===== src/rtl/sequencer.sv =====
// ---------------------------------------------------------------------------
// sequencer
// Microsequencer that sits directly upstream of the control-signal decoder.
// It steps each instruction through its list of 8-bit state codes, latches the
// operand fields of the instruction register, stalls on the IO handshake, and
// parks the CPU in HALT until it receives a resume pulse.
//
// Parameters
//   IO_TIMEOUT  maximum number of cycles spent in IO_WAIT without an ack
//   TO_W        width of the IO timeout counter
//
// Ports
//   clk         system clock, rising edge
//   reset_n     asynchronous active-low reset
//   run_en      1 = execute, 0 = park in IDLE at the next instruction boundary
//   resume      single-cycle pulse that leaves HALT
//   ir          instruction register {op[7:6], f1[5:3], f2[2:0]}
//   io_ack      IO port accepted the word offered in a store state
//   state       current state code (registered), drives the decoder
//   operand_1   ir[5:3], latched in DECODE
//   operand_2   ir[2:0], latched in DECODE
//   instr_done  one-cycle pulse in the last state of every instruction
//   halted      high while the state is HALT
//   io_err      sticky IO timeout flag, cleared only by reset
// ---------------------------------------------------------------------------
module sequencer #(
  parameter int IO_TIMEOUT = 255,
  parameter int TO_W       = 8
) (
  input  logic       clk,
  input  logic       reset_n,
  input  logic       run_en,
  input  logic       resume,
  input  logic [7:0] ir,
  input  logic       io_ack,
  output logic [7:0] state,
  output logic [2:0] operand_1,
  output logic [2:0] operand_2,
  output logic       instr_done,
  output logic       halted,
  output logic       io_err
);

  // State codes seen by the decoder
  localparam logic [7:0] IDLE       = 8'h00;
  localparam logic [7:0] FETCH_PC   = 8'h01;
  localparam logic [7:0] FETCH_INST = 8'h02;
  localparam logic [7:0] DECODE     = 8'h03;
  localparam logic [7:0] ALU_EXEC   = 8'h10;
  localparam logic [7:0] ALU_OUT    = 8'h11;
  localparam logic [7:0] MOVE_REG   = 8'h20;
  localparam logic [7:0] SET_MAR    = 8'h30;
  localparam logic [7:0] LOAD_ADDR  = 8'h31;
  localparam logic [7:0] SET_REG    = 8'h32;
  localparam logic [7:0] SET_MEM    = 8'h33;
  localparam logic [7:0] FETCH_SP   = 8'h40;
  localparam logic [7:0] STACK_REG  = 8'h41;
  localparam logic [7:0] INC_SP     = 8'h42;
  localparam logic [7:0] JUMP       = 8'h50;
  localparam logic [7:0] TMP_JUMP   = 8'h51;
  localparam logic [7:0] STORE_PC   = 8'h52;
  localparam logic [7:0] RET        = 8'h53;
  localparam logic [7:0] MOUT_STORE = 8'h60;
  localparam logic [7:0] ROUT_STORE = 8'h61;
  localparam logic [7:0] IO_WAIT    = 8'h62;
  localparam logic [7:0] HALT       = 8'hFF;

  // Execute-sequence identifiers selected in DECODE
  localparam logic [3:0] SEQ_ALU  = 4'd0;
  localparam logic [3:0] SEQ_MOV  = 4'd1;
  localparam logic [3:0] SEQ_LD   = 4'd2;
  localparam logic [3:0] SEQ_ST   = 4'd3;
  localparam logic [3:0] SEQ_LDI  = 4'd4;
  localparam logic [3:0] SEQ_LDD  = 4'd5;
  localparam logic [3:0] SEQ_PUSH = 4'd6;
  localparam logic [3:0] SEQ_POP  = 4'd7;
  localparam logic [3:0] SEQ_JCC  = 4'd8;
  localparam logic [3:0] SEQ_CALL = 4'd9;
  localparam logic [3:0] SEQ_RET  = 4'd10;
  localparam logic [3:0] SEQ_MOUT = 4'd11;
  localparam logic [3:0] SEQ_ROUT = 4'd12;
  localparam logic [3:0] SEQ_HALT = 4'd13;
  localparam logic [3:0] SEQ_NOP  = 4'd14;

  // Step values: 0 FETCH_PC, 1 FETCH_INST, 2 DECODE, 3.. execute states
  localparam logic [2:0] STEP_EXEC = 3'd3;

  localparam logic [TO_W-1:0] TO_LAST = TO_W'(IO_TIMEOUT - 1);

  logic [2:0]      step;
  logic [2:0]      step_nxt;
  logic [3:0]      seq_sel;
  logic [3:0]      dec_seq;
  logic [2:0]      exec_idx;
  logic [7:0]      state_nxt;
  logic [TO_W-1:0] io_cnt;
  logic            halt_first;
  logic            done;
  logic            leave;
  logic            timeout;

  function automatic logic [3:0] decode_seq(input logic [7:0] instr);
    logic [3:0] s;
    s = SEQ_NOP;
    case (instr[7:6])
      2'b00: s = SEQ_ALU;
      2'b01: s = SEQ_MOV;
      2'b10: begin
        case (instr[5:3])
          3'd0:    s = SEQ_LD;
          3'd1:    s = SEQ_ST;
          3'd2:    s = SEQ_LDI;
          3'd3:    s = SEQ_LDD;
          3'd4:    s = SEQ_PUSH;
          3'd5:    s = SEQ_POP;
          default: s = SEQ_NOP;
        endcase
      end
      default: begin
        case (instr[5:3])
          3'd0:    s = SEQ_JCC;
          3'd1:    s = SEQ_CALL;
          3'd2:    s = SEQ_RET;
          3'd3:    s = SEQ_MOUT;
          3'd4:    s = SEQ_ROUT;
          3'd7:    s = SEQ_HALT;
          default: s = SEQ_NOP;
        endcase
      end
    endcase
    return s;
  endfunction

  function automatic logic [2:0] seq_len(input logic [3:0] s);
    logic [2:0] n;
    case (s)
      SEQ_ALU, SEQ_LDI, SEQ_LDD, SEQ_PUSH, SEQ_JCC:   n = 3'd2;
      SEQ_LD, SEQ_ST, SEQ_POP, SEQ_RET, SEQ_MOUT:     n = 3'd3;
      SEQ_CALL:                                       n = 3'd4;
      default:                                        n = 3'd1;
    endcase
    return n;
  endfunction

  function automatic logic [7:0] seq_code(input logic [3:0] s, input logic [2:0] idx);
    logic [7:0] c;
    c = IDLE;
    case (s)
      SEQ_ALU:  c = (idx == 3'd0) ? ALU_EXEC : ALU_OUT;
      SEQ_MOV:  c = MOVE_REG;
      SEQ_LD:   c = (idx == 3'd0) ? FETCH_PC : (idx == 3'd1) ? LOAD_ADDR : SET_REG;
      SEQ_ST:   c = (idx == 3'd0) ? FETCH_PC : (idx == 3'd1) ? LOAD_ADDR : SET_MEM;
      SEQ_LDI:  c = (idx == 3'd0) ? FETCH_PC : SET_REG;
      SEQ_LDD:  c = (idx == 3'd0) ? SET_MAR : SET_REG;
      SEQ_PUSH: c = (idx == 3'd0) ? FETCH_SP : STACK_REG;
      SEQ_POP:  c = (idx == 3'd0) ? INC_SP : (idx == 3'd1) ? FETCH_SP : SET_REG;
      SEQ_JCC:  c = (idx == 3'd0) ? FETCH_PC : JUMP;
      SEQ_CALL: begin
        case (idx)
          3'd0:    c = FETCH_PC;
          3'd1:    c = FETCH_SP;
          3'd2:    c = STORE_PC;
          default: c = TMP_JUMP;
        endcase
      end
      SEQ_RET:  c = (idx == 3'd0) ? INC_SP : (idx == 3'd1) ? FETCH_SP : RET;
      SEQ_MOUT: c = (idx == 3'd0) ? FETCH_PC : (idx == 3'd1) ? LOAD_ADDR : MOUT_STORE;
      SEQ_ROUT: c = ROUT_STORE;
      SEQ_HALT: c = HALT;
      default:  c = IDLE;
    endcase
    return c;
  endfunction

  assign dec_seq  = decode_seq(ir);
  assign exec_idx = step - STEP_EXEC;

  // Next-state logic. The step counter, not the state code, tells fetch apart
  // from a FETCH_PC that appears inside an execute sequence. IO and HALT states
  // are handled by code because they can stall; everything else advances one
  // state per clock. Any instruction end funnels through 'leave', which picks
  // FETCH_PC or IDLE from run_en so run_en only matters at the boundary.
  always_comb begin
    state_nxt = state;
    step_nxt  = step;
    done      = 1'b0;
    leave     = 1'b0;
    timeout   = 1'b0;
    case (state)
      IDLE: begin
        if (run_en) begin
          state_nxt = FETCH_PC;
          step_nxt  = 3'd0;
        end
      end
      HALT: begin
        done = halt_first;
        if (resume) begin
          state_nxt = FETCH_PC;
          step_nxt  = 3'd0;
        end
      end
      MOUT_STORE, ROUT_STORE: begin
        if (io_ack) begin
          done  = 1'b1;
          leave = 1'b1;
        end else begin
          state_nxt = IO_WAIT;
        end
      end
      IO_WAIT: begin
        if (io_ack) begin
          done  = 1'b1;
          leave = 1'b1;
        end else if (io_cnt == TO_LAST) begin
          done    = 1'b1;
          leave   = 1'b1;
          timeout = 1'b1;
        end
      end
      default: begin
        if (step == 3'd0) begin
          state_nxt = FETCH_INST;
          step_nxt  = 3'd1;
        end else if (step == 3'd1) begin
          state_nxt = DECODE;
          step_nxt  = 3'd2;
        end else if (step == 3'd2) begin
          if (dec_seq == SEQ_NOP) begin
            done  = 1'b1;
            leave = 1'b1;
          end else begin
            state_nxt = seq_code(dec_seq, 3'd0);
            step_nxt  = STEP_EXEC;
          end
        end else if (exec_idx == seq_len(seq_sel) - 3'd1) begin
          done  = 1'b1;
          leave = 1'b1;
        end else begin
          state_nxt = seq_code(seq_sel, exec_idx + 3'd1);
          step_nxt  = step + 3'd1;
        end
      end
    endcase
    if (leave) begin
      state_nxt = run_en ? FETCH_PC : IDLE;
      step_nxt  = 3'd0;
    end
  end

  // State, step and sequence registers. Operands and the selected sequence are
  // captured only in DECODE so they hold steady for the whole instruction.
  // The IO counter runs only while waiting and clears whenever IO_WAIT is left.
  // halt_first marks the first HALT cycle so instr_done pulses once on entry.
  always_ff @(posedge clk or negedge reset_n) begin
    if (!reset_n) begin
      state      <= IDLE;
      step       <= 3'd0;
      seq_sel    <= SEQ_NOP;
      operand_1  <= 3'd0;
      operand_2  <= 3'd0;
      io_cnt     <= '0;
      io_err     <= 1'b0;
      halt_first <= 1'b0;
    end else begin
      state      <= state_nxt;
      step       <= step_nxt;
      halt_first <= (state_nxt == HALT) && (state != HALT);
      if (state == DECODE) begin
        operand_1 <= ir[5:3];
        operand_2 <= ir[2:0];
        seq_sel   <= dec_seq;
      end
      if ((state == IO_WAIT) && !leave) begin
        io_cnt <= io_cnt + TO_W'(1);
      end else begin
        io_cnt <= '0;
      end
      if (timeout) begin
        io_err <= 1'b1;
      end
    end
  end

  assign instr_done = done;
  assign halted     = (state == HALT);

endmodule


===== config.mk =====
export PLATFORM = sky130hd
export DESIGN_NAME = sequencer
export DESIGN_NICKNAME = d
export VERILOG_FILES = /design/src/rtl/sequencer.sv
export SDC_FILE = /design/constraint.sdc
export NUM_CORES = 1
export LEC_CHECK = 0
export ABC_AREA = 1
export BUFFER_PORTS_ARGS = -buffer_cell sky130_fd_sc_hd__buf_4
export CORE_ASPECT_RATIO = 0.6
export CORE_UTILIZATION = 59
export CTS_CLUSTER_DIAMETER = 30
export DETAILED_ROUTE_END_ITERATION = 8
export PLACE_DENSITY = 0.81
export RECOVER_POWER = 50
export SLEW_MARGIN = 10
export SYNTH_ARGS = -nofsm -noshare
export SYNTH_HDL_FRONTEND = slang
export SYNTH_SLANG_ARGS = --single-unit

===== constraint.sdc =====
create_clock -name clk -period 3.1 [get_ports clk]
set_input_delay 0.155 -clock clk [delete_from_list [all_inputs] [get_ports clk]]
set_output_delay 0.155 -clock clk [all_outputs]
set_load 0.05 [all_outputs]

==> flow_summary.yaml <==
sta:
  worst_pin_slew_ns: 1.73
  fin_tns_setup_ns: 0
  slew_headroom_pct: -15.3
  min_period_ns: 2.81
  grt_setup_unrepaired: "no"
  finalSetupViolations: 0
  finalHoldViolations: 0
  fmax_mhz: 355
  hold-worst-slack_ns: 0.0671
  fin_skew_ns: 0.00483
  fin_crit_sh_pct: 90.8
  slew_violations: 32
critical_path:
  end_kind: "output pin"
  slowest_delay_ns: 0.59
  critPathLaunchType: "flop"
  cp_max_fo: 7
  r2r_end: "step[2]$_DFFE_PN0P_"
  reg2reg_from: "seq_sel[2]$_DFFE_PN1N_"
  crit_top_cell: "nand2_2"
  r2r_setup_slack_ns: 0.59
  cpMaxStageDelayCell: "dfstp_2"
  critPathKind: "flop to output pin"
  required_ns: 2.94
  reg2regPathDepth: 17
  crit_chain: "inv_2 -> nor2_4 -> inv_2 -> nand2_2 -> nand2_2 -> inv_1 -> ha_1 -> inv_1 -> nand3_1 -> nand3_1 -> nand2_2 -> nand3_4 -> nand2_4 -> nand3_4 -> nand2_4 -> inv_6 -> nand2_1 -> buf_4"
  critPathArrivalTime_ns: 2.66
min_path:
  min_from: "ir[2]"
  worstHoldPathType: "input port to flop"
  min_delay_path_depth: 3
  min_to: "operand_2[2]$_DFFE_PN0N_"
synthesis:
  syn_inst: 386
  synth.most_common_cell: "nand2_1"
  yosys_warnings: 0
  synth-edff-count: 0
  async_flop_share_pct: 100
  yosysTopAreaCellShare_pct: 27.7
  ys_types: 32
  syn_avg_cell_area_um2: 6.56
  synth_top_cells_by_count: "118 x nand2_1, 43 x inv_1, 43 x nor2_1"
  synthTopCellsByArea: "dfrtp_1 28%, nand2_1 17%, nand3_1 7.5%"
  ys.flop_type: "dfrtp_1"
  yosysTopAreaCell: "dfrtp_1"
  mappedNetlistArea_um2: 2530
  synth-seq-area-share_pct: 30.8
  syn_nets: 408
  ys_ff_latch: 31
flow_run:
  drv_cap: 1
routing:
  via_count: 2667
  via_per_inst: 5.50
  drcViolationCount: 0
  wirelength_um: 6410
  first_iter_violations: 246
  avgRoutedWirePerCell_um: 13.2
  postRouteAntennaNets: 0
  dr.pass1.iters: 6
finish:
  fin_util_pct: 70.6
  final_layout_size_suffix_gt1_share_pct: 16.5
  final_area_um2: 2910
  area_growth_pct: 14.8
  nets: 446
  antenna_cells: 0
clocking:
  cts_made_buffers: 5
  clkLatencyLatePin_ns: 0.29
  cts_sinks: 31
  clk_path_buf_depth: 2
  cts-resized-gates: 0
  cts_root_buf: "clkbuf_8"
  h-tree-depth: 2
  clkTransAtPathRegs_ns: 0.07
  cts_tree: "done"
global_route:
  track_usage_pct: 30.9
  grt_max_degree: 32
  antenna_found_initial: 0
  grt_pass1_vias: 2308
  grt_pass1_wl_um: 10700
  grt_overflow_total: 0
floorplanning:
  rows: 18
  die_area_um2: 4570
  core_um2: 4120
  initial_core_util_pct: 61.5
  io_pins: 30
  die_width_um: 86.6
  die_height_um: 52.8
place:
  dpl_cell_area_um2: 2850
  portBuffers: 29
  finalWeightedCongestion: 0.917
  dp_hpwl_um: 5060
power_and_ir_drop:
  power_mw: 3.33
  ir_worst_vdd_v: 0.000786
  power_density_nw_per_um2: 1140
  p_leak_nw: 1.53
status:
  violations: "max-capacitance violations, max-slew violations"
  status: "complete, but fails checks"
==> how the worst max path moves through the flow <==
stage,slack [ns],cells after the start,startpoint,endpoint
after floorplan,0.56,4,state[1]$_DFF_PN0_,instr_done
after global placement,0.71,18,step[0]$_DFFE_PN0P_,state[0]$_DFF_PN0_
after detailed placement,0.63,18,seq_sel[2]$_DFFE_PN1N_,instr_done
after CTS,0.31,18,seq_sel[2]$_DFFE_PN1N_,instr_done
after global routing,0.10,18,seq_sel[2]$_DFFE_PN1N_,instr_done
final,0.29,18,seq_sel[2]$_DFFE_PN1N_,instr_done
==> registers in the layout (all words and copies together), names as in the netlist <==
register    count
operand_1       3
io_cnt          8
halt_first      1
seq_sel         4
operand_2       3
state           8
step            3
io_err          1
==> metrics by stage <==
step / instances / worst slack, ns
2_1_floorplan: 386 / 0.557
3_3_place_gp: 476 / 0.708
3_5_place_dp: 476 / 0.632
4_1_cts: 485 / 0.309
5_1_grt: 485 / 0.104
6_report: 485 / 0.285
==> where the power goes <==
group          switching [mW]  total [mW]  internal, mW
Sequential              0.157       0.719         0.561
Combinational            1.59        2.30         0.703
Clock                   0.152       0.310         0.157
==> area by class of cell <==
cell class | count | area, µm²
flip-flops and latches | 31 | 779
inverters | 54 | 208
multi-input cells | 300 | 1560
well taps | 60 | 75.1
repair buffers | 32 | 209
clock buffers | 7 | 76.3
fillers | 377 | 1210
clock inverters | 1 | 5.00
==> critical path, delay by kind of cell, from the launching register on <==
kind | cells | cell delay, ns
flops | 1 | 0.59
buf+inv | 6 | 0.48
fa+ha+maj | 1 | 0.19
simple gates | 11 | 1.10
==> per-layer routing <==
layer	part of all wire, %	GRT usage, %
met5	0	0
met4	0.72	5.00
met3	9.7	6.93
met2	38	43.0
met1	51	48.3
==> logic make-up after synthesis <==
logic type               count (synthesis)  synth area share [%]
adder cells (fa/ha/maj)                  9                  4.44
XOR/XNOR                                 5                  1.73
AND/OR/NAND/NOR                        245                  45.4
flip-flops                              31                  30.8
buffers and inverters                   55                  8.35
AO/OA/AOI/OAI                           41                  9.28
==> placed cells by master (no fill, tap or decap), types with 2 or more instances in the layout <==
master | Yosys | layout
nand2_1 | 118 | 118
inv_1 | 43 | 43
nor2_1 | 43 | 43
nand3_1 | 38 | 38
dfrtp_1 | 28 | 28
buf_4 | 0 | 22
nand4_1 | 15 | 15
o21ai_0 | 15 | 15
a21oi_1 | 12 | 12
clkbuf_1 | 1 | 11
inv_2 | 10 | 10
ha_1 | 9 | 9
nand2_2 | 7 | 7
nand2_4 | 6 | 6
nor2_2 | 5 | 5
clkbuf_8 | 0 | 5
xor2_1 | 4 | 4
nor3_1 | 4 | 4
o21ai_1 | 3 | 3
nor3_2 | 3 | 3
o22ai_1 | 3 | 3
dfstp_2 | 3 | 3
nor4_2 | 0 | 2
nor2_4 | 2 | 2
nand3_4 | 2 | 2
o211ai_1 | 2 | 2
==> repair_timing <==
| item | 4_1_cts | 5_1_grt |
|---|---|---|
| setup endpoints to repair | 0 | 0 |
| hold buffers | 1 | 0 |
| endpoints found under the hold margin | 28 | 0 |
| setup buffers | 0 | 0 |
No activity file was read; power rests on OpenSTA's default activity.
